## src/rtl/mdu_seq.sv

```systemverilog
// mdu_seq: iterative multiply/divide unit with architectural HI/LO.
// Shift-add multiply and restoring divide, plus MTHI/MTLO writes.
//
// Parameters:
//   WIDTH  operand and HI/LO width (even, >= 4)
//   CNTW   iteration counter width (derived)
// Ports:
//   clk, reset      clock, async active-high reset
//   start, op       launch; 00 MULTU, 01 MULT, 10 DIVU, 11 DIV
//   a, b            rs / rt operands
//   hi_we, lo_we    MTHI / MTLO strobes, data on wd
//   busy, done      operation in flight / one-cycle result pulse
//   dz              last divide had b == 0 (sticky until next start)
//   hi, lo          architectural HI / LO
// Build option:
//   MDU_EARLY_OUT_EN  multiplies stop once the multiplier is exhausted
module mdu_seq #(
   parameter int WIDTH = 32,
   parameter int CNTW  = $clog2(WIDTH+1)
) (
   input  logic             clk,
   input  logic             reset,
   input  logic             start,
   input  logic [1:0]       op,
   input  logic [WIDTH-1:0] a,
   input  logic [WIDTH-1:0] b,
   input  logic             hi_we,
   input  logic             lo_we,
   input  logic [WIDTH-1:0] wd,
   output logic             busy,
   output logic             done,
   output logic             dz,
   output logic [WIDTH-1:0] hi,
   output logic [WIDTH-1:0] lo
);

   localparam int W2 = 2*WIDTH;

   typedef enum logic [1:0] {
      S_IDLE, S_CALC, S_SIGN, S_DONE
   } state_e;

   state_e state_q, state_d;

   logic             div_q, div_d;
   logic             neg_a_q, neg_a_d;
   logic             neg_b_q, neg_b_d;
   logic             bz_q, bz_d;
   logic             dz_q, dz_d;
   logic [CNTW-1:0]  cnt_q, cnt_d;
   logic [W2-1:0]    acc_q, acc_d;
   logic [W2-1:0]    x_q, x_d;
   logic [WIDTH-1:0] y_q, y_d;
   logic [WIDTH-1:0] hi_q, hi_d;
   logic [WIDTH-1:0] lo_q, lo_d;

   logic [WIDTH-1:0] mag_a, mag_b;
   logic [WIDTH:0]   rem_sh, diff;
   logic [W2-1:0]    prod;
   logic [WIDTH-1:0] quo, rem, raw_a;
   logic             accept, last;

   // Magnitudes for signed ops; -2^(W-1) maps onto itself,
   // which reads correctly as an unsigned magnitude.
   assign mag_a = (op[0] && a[WIDTH-1]) ? -a : a;
   assign mag_b = (op[0] && b[WIDTH-1]) ? -b : b;

   assign accept = start &&
                   (state_q == S_IDLE || state_q == S_DONE);

   // Divide: acc = {rem, quot}; x low half = divisor,
   // x high half keeps |a| for the divide-by-zero result.
   assign rem_sh = acc_q[W2-1:WIDTH-1];
   assign diff   = rem_sh - {1'b0, x_q[WIDTH-1:0]};

   assign prod  = (neg_a_q ^ neg_b_q) ? -acc_q : acc_q;
   assign quo   = (neg_a_q ^ neg_b_q) ? -acc_q[WIDTH-1:0]
                                      : acc_q[WIDTH-1:0];
   assign rem   = neg_a_q ? -acc_q[W2-1:WIDTH]
                          : acc_q[W2-1:WIDTH];
   assign raw_a = neg_a_q ? -x_q[W2-1:WIDTH]
                          : x_q[W2-1:WIDTH];

`ifdef MDU_EARLY_OUT_EN
   assign last = (cnt_q == CNTW'(WIDTH-1)) ||
                 (!div_q && (y_q[WIDTH-1:1] == '0));
`else
   assign last = (cnt_q == CNTW'(WIDTH-1));
`endif

   always_comb begin
      state_d = state_q;
      div_d   = div_q;
      neg_a_d = neg_a_q;
      neg_b_d = neg_b_q;
      bz_d    = bz_q;
      dz_d    = dz_q;
      cnt_d   = cnt_q;
      acc_d   = acc_q;
      x_d     = x_q;
      y_d     = y_q;
      hi_d    = hi_q;
      lo_d    = lo_q;
      unique case (state_q)
         S_IDLE, S_DONE: begin
            state_d = S_IDLE;
            if (hi_we) hi_d = wd;
            if (lo_we) lo_d = wd;
            if (accept) begin
               state_d = S_CALC;
               div_d   = op[1];
               neg_a_d = op[0] & a[WIDTH-1];
               neg_b_d = op[0] & b[WIDTH-1];
               bz_d    = (b == '0);
               dz_d    = 1'b0;
               cnt_d   = '0;
               if (op[1]) begin
                  acc_d = {{WIDTH{1'b0}}, mag_a};
                  x_d   = {mag_a, mag_b};
                  y_d   = '0;
               end else begin
                  acc_d = '0;
                  x_d   = {{WIDTH{1'b0}}, mag_a};
                  y_d   = mag_b;
               end
            end
         end
         S_CALC: begin
            cnt_d = cnt_q + 1'b1;
            if (div_q) begin
               if (!diff[WIDTH])
                  acc_d = {diff[WIDTH-1:0],
                           acc_q[WIDTH-2:0], 1'b1};
               else
                  acc_d = {rem_sh[WIDTH-1:0],
                           acc_q[WIDTH-2:0], 1'b0};
            end else begin
               if (y_q[0]) acc_d = acc_q + x_q;
               x_d = x_q << 1;
               y_d = y_q >> 1;
            end
            if (last) state_d = S_SIGN;
         end
         S_SIGN: begin
            state_d = S_DONE;
            if (!div_q) begin
               {hi_d, lo_d} = prod;
            end else if (bz_q) begin
               lo_d = '1;
               hi_d = raw_a;
               dz_d = 1'b1;
            end else begin
               lo_d = quo;
               hi_d = rem;
            end
         end
         default: state_d = S_IDLE;
      endcase
   end

   always_ff @(posedge clk or posedge reset) begin
      if (reset) begin
         state_q <= S_IDLE;
         div_q   <= 1'b0;
         neg_a_q <= 1'b0;
         neg_b_q <= 1'b0;
         bz_q    <= 1'b0;
         dz_q    <= 1'b0;
         cnt_q   <= '0;
         acc_q   <= '0;
         x_q     <= '0;
         y_q     <= '0;
         hi_q    <= '0;
         lo_q    <= '0;
      end else begin
         state_q <= state_d;
         div_q   <= div_d;
         neg_a_q <= neg_a_d;
         neg_b_q <= neg_b_d;
         bz_q    <= bz_d;
         dz_q    <= dz_d;
         cnt_q   <= cnt_d;
         acc_q   <= acc_d;
         x_q     <= x_d;
         y_q     <= y_d;
         hi_q    <= hi_d;
         lo_q    <= lo_d;
      end
   end

   assign busy = (state_q == S_CALC) || (state_q == S_SIGN);
   assign done = (state_q == S_DONE);
   assign dz   = dz_q;
   assign hi   = hi_q;
   assign lo   = lo_q;

endmodule

```

## config.mk

```make
export PLATFORM = sky130hd
export DESIGN_NAME = mdu_seq
export DESIGN_NICKNAME = d
export VERILOG_FILES = /design/src/rtl/mdu_seq.sv
export SDC_FILE = /design/constraint.sdc
export NUM_CORES = 1
export LEC_CHECK = 0
export ABC_CLOCK_PERIOD_IN_PS = 8880
export CAP_MARGIN = 5
export CELL_PAD_IN_SITES_DETAIL_PLACEMENT = 1
export CELL_PAD_IN_SITES_GLOBAL_PLACEMENT = 1
export CORE_ASPECT_RATIO = 0.9
export CORE_MARGIN = 2
export CORE_UTILIZATION = 44
export DETAILED_ROUTE_END_ITERATION = 7
export GPL_TIMING_DRIVEN = 0
export PLACE_DENSITY = 0.87
export SLEW_MARGIN = 20
export SYNTH_ARGS = -nofsm -noshare
export SYNTH_HDL_FRONTEND = slang
export SYNTH_SLANG_ARGS = --single-unit
```

## constraint.sdc

```tcl
create_clock -name clk -period 8.88 [get_ports clk]
set_clock_uncertainty 0.15 [all_clocks]
set_input_delay 1.332 -clock clk [delete_from_list [all_inputs] [get_ports clk]]
set_output_delay 1.332 -clock clk [all_outputs]
set_load 0.01 [all_outputs]
```

* Word level (Yosys, flattened, before mapping)
Cells that the tools add are included.
** Cells by class
- Add/sub/neg operators :: 9
- Equal/unequal tests :: 12
- Muxes and demuxes :: 37
- Bitwise logic cells :: 3
- Reductions and logical operators :: 17
** Operator list (number)
- $mux W64 :: 8
- $mux W32 :: 15
- $pmux W64 S2 :: 2
- $pmux W32 S2 :: 3
- $neg A32 Y32 :: 5
- $add A64 B64 Y64 :: 1
- $neg A64 Y64 :: 1
- $sub A33 B32 Y33 :: 1
- $logic_not A32 Y1 :: 1
- $ne A2 B2 Y1 const B :: 7
- $pmux W6 S2 :: 1
- $reduce_and A2 Y1 :: 4
- $add A6 B1 Y6 const B :: 1
- $eq A6 B5 Y1 const B :: 1
- $mux W6 :: 1
- $pmux W2 S3 :: 1
- $reduce_and A3 Y1 :: 2
- $eq A2 B2 Y1 const B :: 2
- $mux W1 :: 4
- $reduce_and A4 Y1 :: 1
- $reduce_bool A2 Y1 :: 2
- $logic_and A1 B1 Y1 :: 3
- $ne A3 B3 Y1 const B :: 1
- $and A1 B1 Y1 :: 2
- 7 further kinds :: 8
** Storage, ports and cells
- Register bits :: 237
- Input bits :: 103
- Output and inout port bits :: 67
- Logic and storage cells :: 90

* Depth between registers and ports, before layout
- Depth in word-level cells :: 5
- Depth in mapped cells :: 15
- Gate-level depth less buffers :: 15

* Worst setup path after synthesis
Ideal clock, no wire load.
- Kind :: input to register
- From :: input b[13]
- To :: register y_q[30]
- Library setup time :: 133 ps
- Arrival time :: 3944 ps
- Data required time :: 8597 ps
- Setup slack :: 4653 ps
- Stages :: 12
- Buffers on the path :: 0
- Path through :: or4_1 -> or3_1 -> nor2_1 -> nand2_1 -> or4_1 -> or3_1 -> nor3_2 -> a21oi_1 -> xnor2_1 -> nor2_1 -> a21oi_1 -> o21ai_0
** On the way
- Cells in the longest elaborated chain, start to end :: 5
** RTL lines
- from (decl) :: RTL line 26 : input logic [WIDTH-1:0] b,
- $neg A32 Y32 :: RTL line 66 : assign mag_b = (op[0] && b[WIDTH-1]) ? -b : b;
- $mux W32 :: RTL line 66
- $mux W32 :: RTL line 117 : if (op[1]) begin
- $mux W32 :: RTL line 109 : if (accept) begin
- $pmux W32 S2 :: RTL line 104 : unique case (state_q)
- to (signal assigned) :: RTL line 185 : y_q <= y_d;
- to (decl) :: RTL line 53 : logic [WIDTH-1:0] y_q, y_d;
Every way passes these cells. The select of a mux whose other input is x is not followed.
A chain may end at the register's enable or synchronous reset.

* Worst setup path after layout
- From :: register acc_q[32]
- To :: register acc_q[63]
** On the way
- Cells in the longest elaborated chain, start to end :: 4
- Elaborated cells on any way between the ends :: 6
- Those cells by class :: 2 x add/sub; 4 x mux
** RTL lines
- from (decl) :: RTL line 51 : logic [W2-1:0] acc_q, acc_d;
- from (signal assigned) :: RTL line 170 : acc_q <= '0;
- from (signal assigned) :: RTL line 183 : acc_q <= acc_d;
- $add A64 B64 Y64 / $sub A33 B32 Y33 (equally long branches) :: RTL line 138, 74
- $mux W64 (on tied branches) :: RTL line 138, 131
- $mux W64 (*) :: RTL line 130 : if (div_q) begin
- $pmux W64 S2 (*) :: RTL line 104
Every way passes the cells marked *; elsewhere a longest branch is shown, timed or not. The select of a mux whose other input is x is not followed.

==> results.yml <==
timing:
  max_slew.worst_pin.slew_ps: 1210
  timing.hold.ws_ps: 332
  min_period_ps: 5680
  slew_viol_final: 0
  hold_viol: 0
  slew_headroom: 0.185
  period_share: 0.640
  setup_viol: 0
  rsz0062_at_grt: "false"
  clock.fmax_ghz: 0.176
global_routing:
  track_usage: 0.408
  first_global_vias: 23900
  grt.overflow.total: 0
  grt_antenna_before_repair: 2
  grt_pass1_wl_um: 151000
  grt_start_max_net_pins: 102
synthesis:
  synth_ff_type: "dfrtp_1"
  synth-edff-count: 0
  muxShareOfSynthArea: 0.0113
  ys_ff_latch: 237
  synth_fa_ha_area_frac: 0.0644
  yosys_warnings: 0
  netlist_instances: 2777
  netlist_area_um2: 20800
  synth_compound_area_frac: 0.292
  synth.top_cells.by_area: "dfrtp_1 (28%), o21ai_0 (8.5%), a21oi_1 (7.1%)"
  yosys.area.top_type: "dfrtp_1"
  synth-xor-area-share: 0.110
  synth_cell_types: 78
  synth_top_family_by_area: "compound AO/OA/AOI/OAI gates"
  ys_seq_area_frac: 0.285
  synth_nets: 2986
  synthArstFlopShare: 1.00
  synth_simple_gate_area_frac: 0.188
  synth_area_per_cell_um2: 7.51
  synth.top_cell.area_share: 0.285
hold_path:
  hold-path-endpoint: "hi[16]"
  hp-class: "reg2reg"
  whs_path_depth: 2
  hp-start: "hi[16]"
worst_setup_path:
  ff2ff_path_depth: 15
  rrSetupSlack_ps: 3200
  path_class: "reg2reg"
  cp_max_fo: 8
  reg2reg_from: "acc_q[32]"
  end_kind: "flop"
  crit_path_start_kind: "flop"
  worstPathArrival_ps: 6010
  worstPathRequired_ps: 9210
  regToRegEndpoint: "acc_q[63]"
clock_network:
  cts.reportedPaths.clkPinSlew_ps: 70
  clk_latency_ps: 600
  numCtsBuffers: 28
  clock_sinks: 237
  clockBufferDepth: 3
  ctsHoldBuffers: 0
  postCtsSetupRepairBufs: 0
  htreeDepth: 1
  cts_tree: "yes"
  cts-root-buf: "clkbuf_16"
  cts.repair.resized: 0
cells_and_area:
  post-route-util: 0.520
  multiInputGateArea_um2: 13900
  layout.nets: 3186
  drive_gt1_frac: 0.0273
  regArea_um2: 5930
  fill_cells: 5821
  area_growth_pct: 16.7
flow_run:
  drv_cap: 0
power_and_ir_drop:
  p_per_area_nw_per_um2: 464
  p_leak_nw: 9.98
  vdd_drop_max_v: 0.000185
  p_total_mw: 11.3
detailed_routing:
  routed_via_density: 6.53
  first_pass_iters: 6
  ant_nets: 0
  vias: 23600
  dr.first_iter.drc_count: 2560
  wl_per_cell_um: 28.1
  route.detailed.drc: 0
  drt_wl_total_um: 102000
outcome:
  status: "completed"
place:
  gp_congestion: 1.07
  io_buffer_count: 167
  detailed_place_hpwl_um: 82500
floorplanning:
  dieArea_um2: 49100
  num_rows: 75
  initial_core_util: 0.446
  fp.dieW_um: 233
  die_h_um: 210
  core_region_area_um2: 46700
  io-pin-count: 170
worst max-delay path by stage:
stage,endpoint,from,slack (ps)
after global placement,acc_q[45],reset,-2190
after global routing,acc_q[63],acc_q[32],2980
after floorplan,acc_q[0],reset,890
final,acc_q[63],acc_q[32],3200
after CTS,acc_q[63],acc_q[32],3580
after detailed placement,acc_q[63],acc_q[32],3590
cells by family (layout without fill, tap and decap cells):
| group | Yosys count | after routing |
|---|---|---|
| buf+inv | 277 | 499 |
| xor+xnor | 261 | 261 |
| mux | 22 | 22 |
| simple gates | 857 | 857 |
| flops | 237 | 237 |
| other cells | 0 | 5 |
| compound gates | 1017 | 1017 |
| fa+ha+maj | 106 | 106 |
placed cells by master (no fill, tap or decap), types with 18 or more instances in the layout:
cell type,instances
nand3_1,29
inv_1,82
o21ai_0,351
a21oi_1,295
nand2_1,374
a211oi_1,51
nor2b_1,24
dfrtp_1,237
o31ai_1,41
xnor2_1,146
clkdlybuf4s50_1,167
nand2b_1,27
nor3_1,36
clkbuf_16,28
xor2_1,115
nor2_1,207
ha_1,104
o22ai_1,39
nand4_1,34
buf_1,18
mux2i_1,19
or3_1,25
and2_1,19
o211ai_1,31
a21o_1,52
a22oi_1,30
clkbuf_1,180
a31oi_1,20
area by class of cell:
type	count	share of cell area
diodes	5	0.000515
clock buffers	39	0.0326
well taps	616	0.0317
clock inverters	13	0.00664
plain buffers	193	0.0302
flip-flops and latches	237	0.244
inverters	84	0.0133
multi-input cells	2263	0.570
repair buffers	170	0.0712
synthesized netlist by cell type (3+ instances only):
cell type  instances
or2_2             10
o311ai_0           4
nand2_1          374
o31ai_1           41
a211oi_1          51
a211o_1            3
o22ai_1           39
a221oi_1           6
o21ai_1            5
a31oi_1           20
xor2_1           115
a22o_1             4
a2111oi_0          3
or3_1             25
a22oi_1           30
dfrtp_1          237
inv_1             83
nor4_1            14
a221o_1            5
nand4_1           34
nand2b_1          27
mux2i_1           19
o21ai_0          352
a21oi_1          295
a41oi_1            4
xnor2_1          146
nor3_1            36
ha_1             104
o41ai_1           13
nand3_1           29
clkbuf_1         174
buf_1             17
and2_1            19
nor2_1           207
or4_1             16
o21a_1            12
nor3b_1            5
o221ai_1          12
and3_1            17
o211ai_1          31
o21bai_1          11
nor4b_1            3
nor2b_1           24
a21o_1            52
metrics by stage:
step	setup TNS (ps)	cell area, um2	setup WS, ps	cells
6_report	0	24300	3200	3620
5_1_grt	0	24300	2980	3615
4_1_cts	0	24300	3580	3615
3_5_place_dp	0	23400	3590	3563
3_3_place_gp	-511060	23300	-2190	3560
2_1_floorplan	0	20800	895	2777
flip-flops by register name, summed over array words and instances (netlist names), 2 cells and up:
name     flops
lo          32
x_q         64
acc_q       64
hi          32
state_q      2
y_q         32
cnt_q        6
routing by layer:
metal	vias to the layer above	part of all wire	GRT usage
met5	-	0.000079	0
met4	2	0.061	0.212
met3	310	0.11	0.100
met2	1337	0.41	0.596
met1	11600	0.41	0.558
li1	10400	-	-
power by group:
group	switching [mW]	leakage, nW	internal [mW]	total, mW
Clock	0.523	0.469	0.711	1.23
Combinational	5.09	6.50	2.61	7.70
Sequential	0.804	3.00	1.55	2.35
worst max-delay path: stages, from the launching register on:
cell	delay (ps)
dfrtp_1	440
clkbuf_1	420
inv_1	170
fa_1	480
nand2b_1	180
a21oi_1	290
o2111a_1	270
nor2_1	110
o31ai_1	590
a211oi_1	340
xnor2_1	330
or2_2	490
nor4bb_1	860
nor3_1	190
a21oi_1	190
o2bb2ai_1	110
No activity file was read; power rests on OpenSTA's default activity.
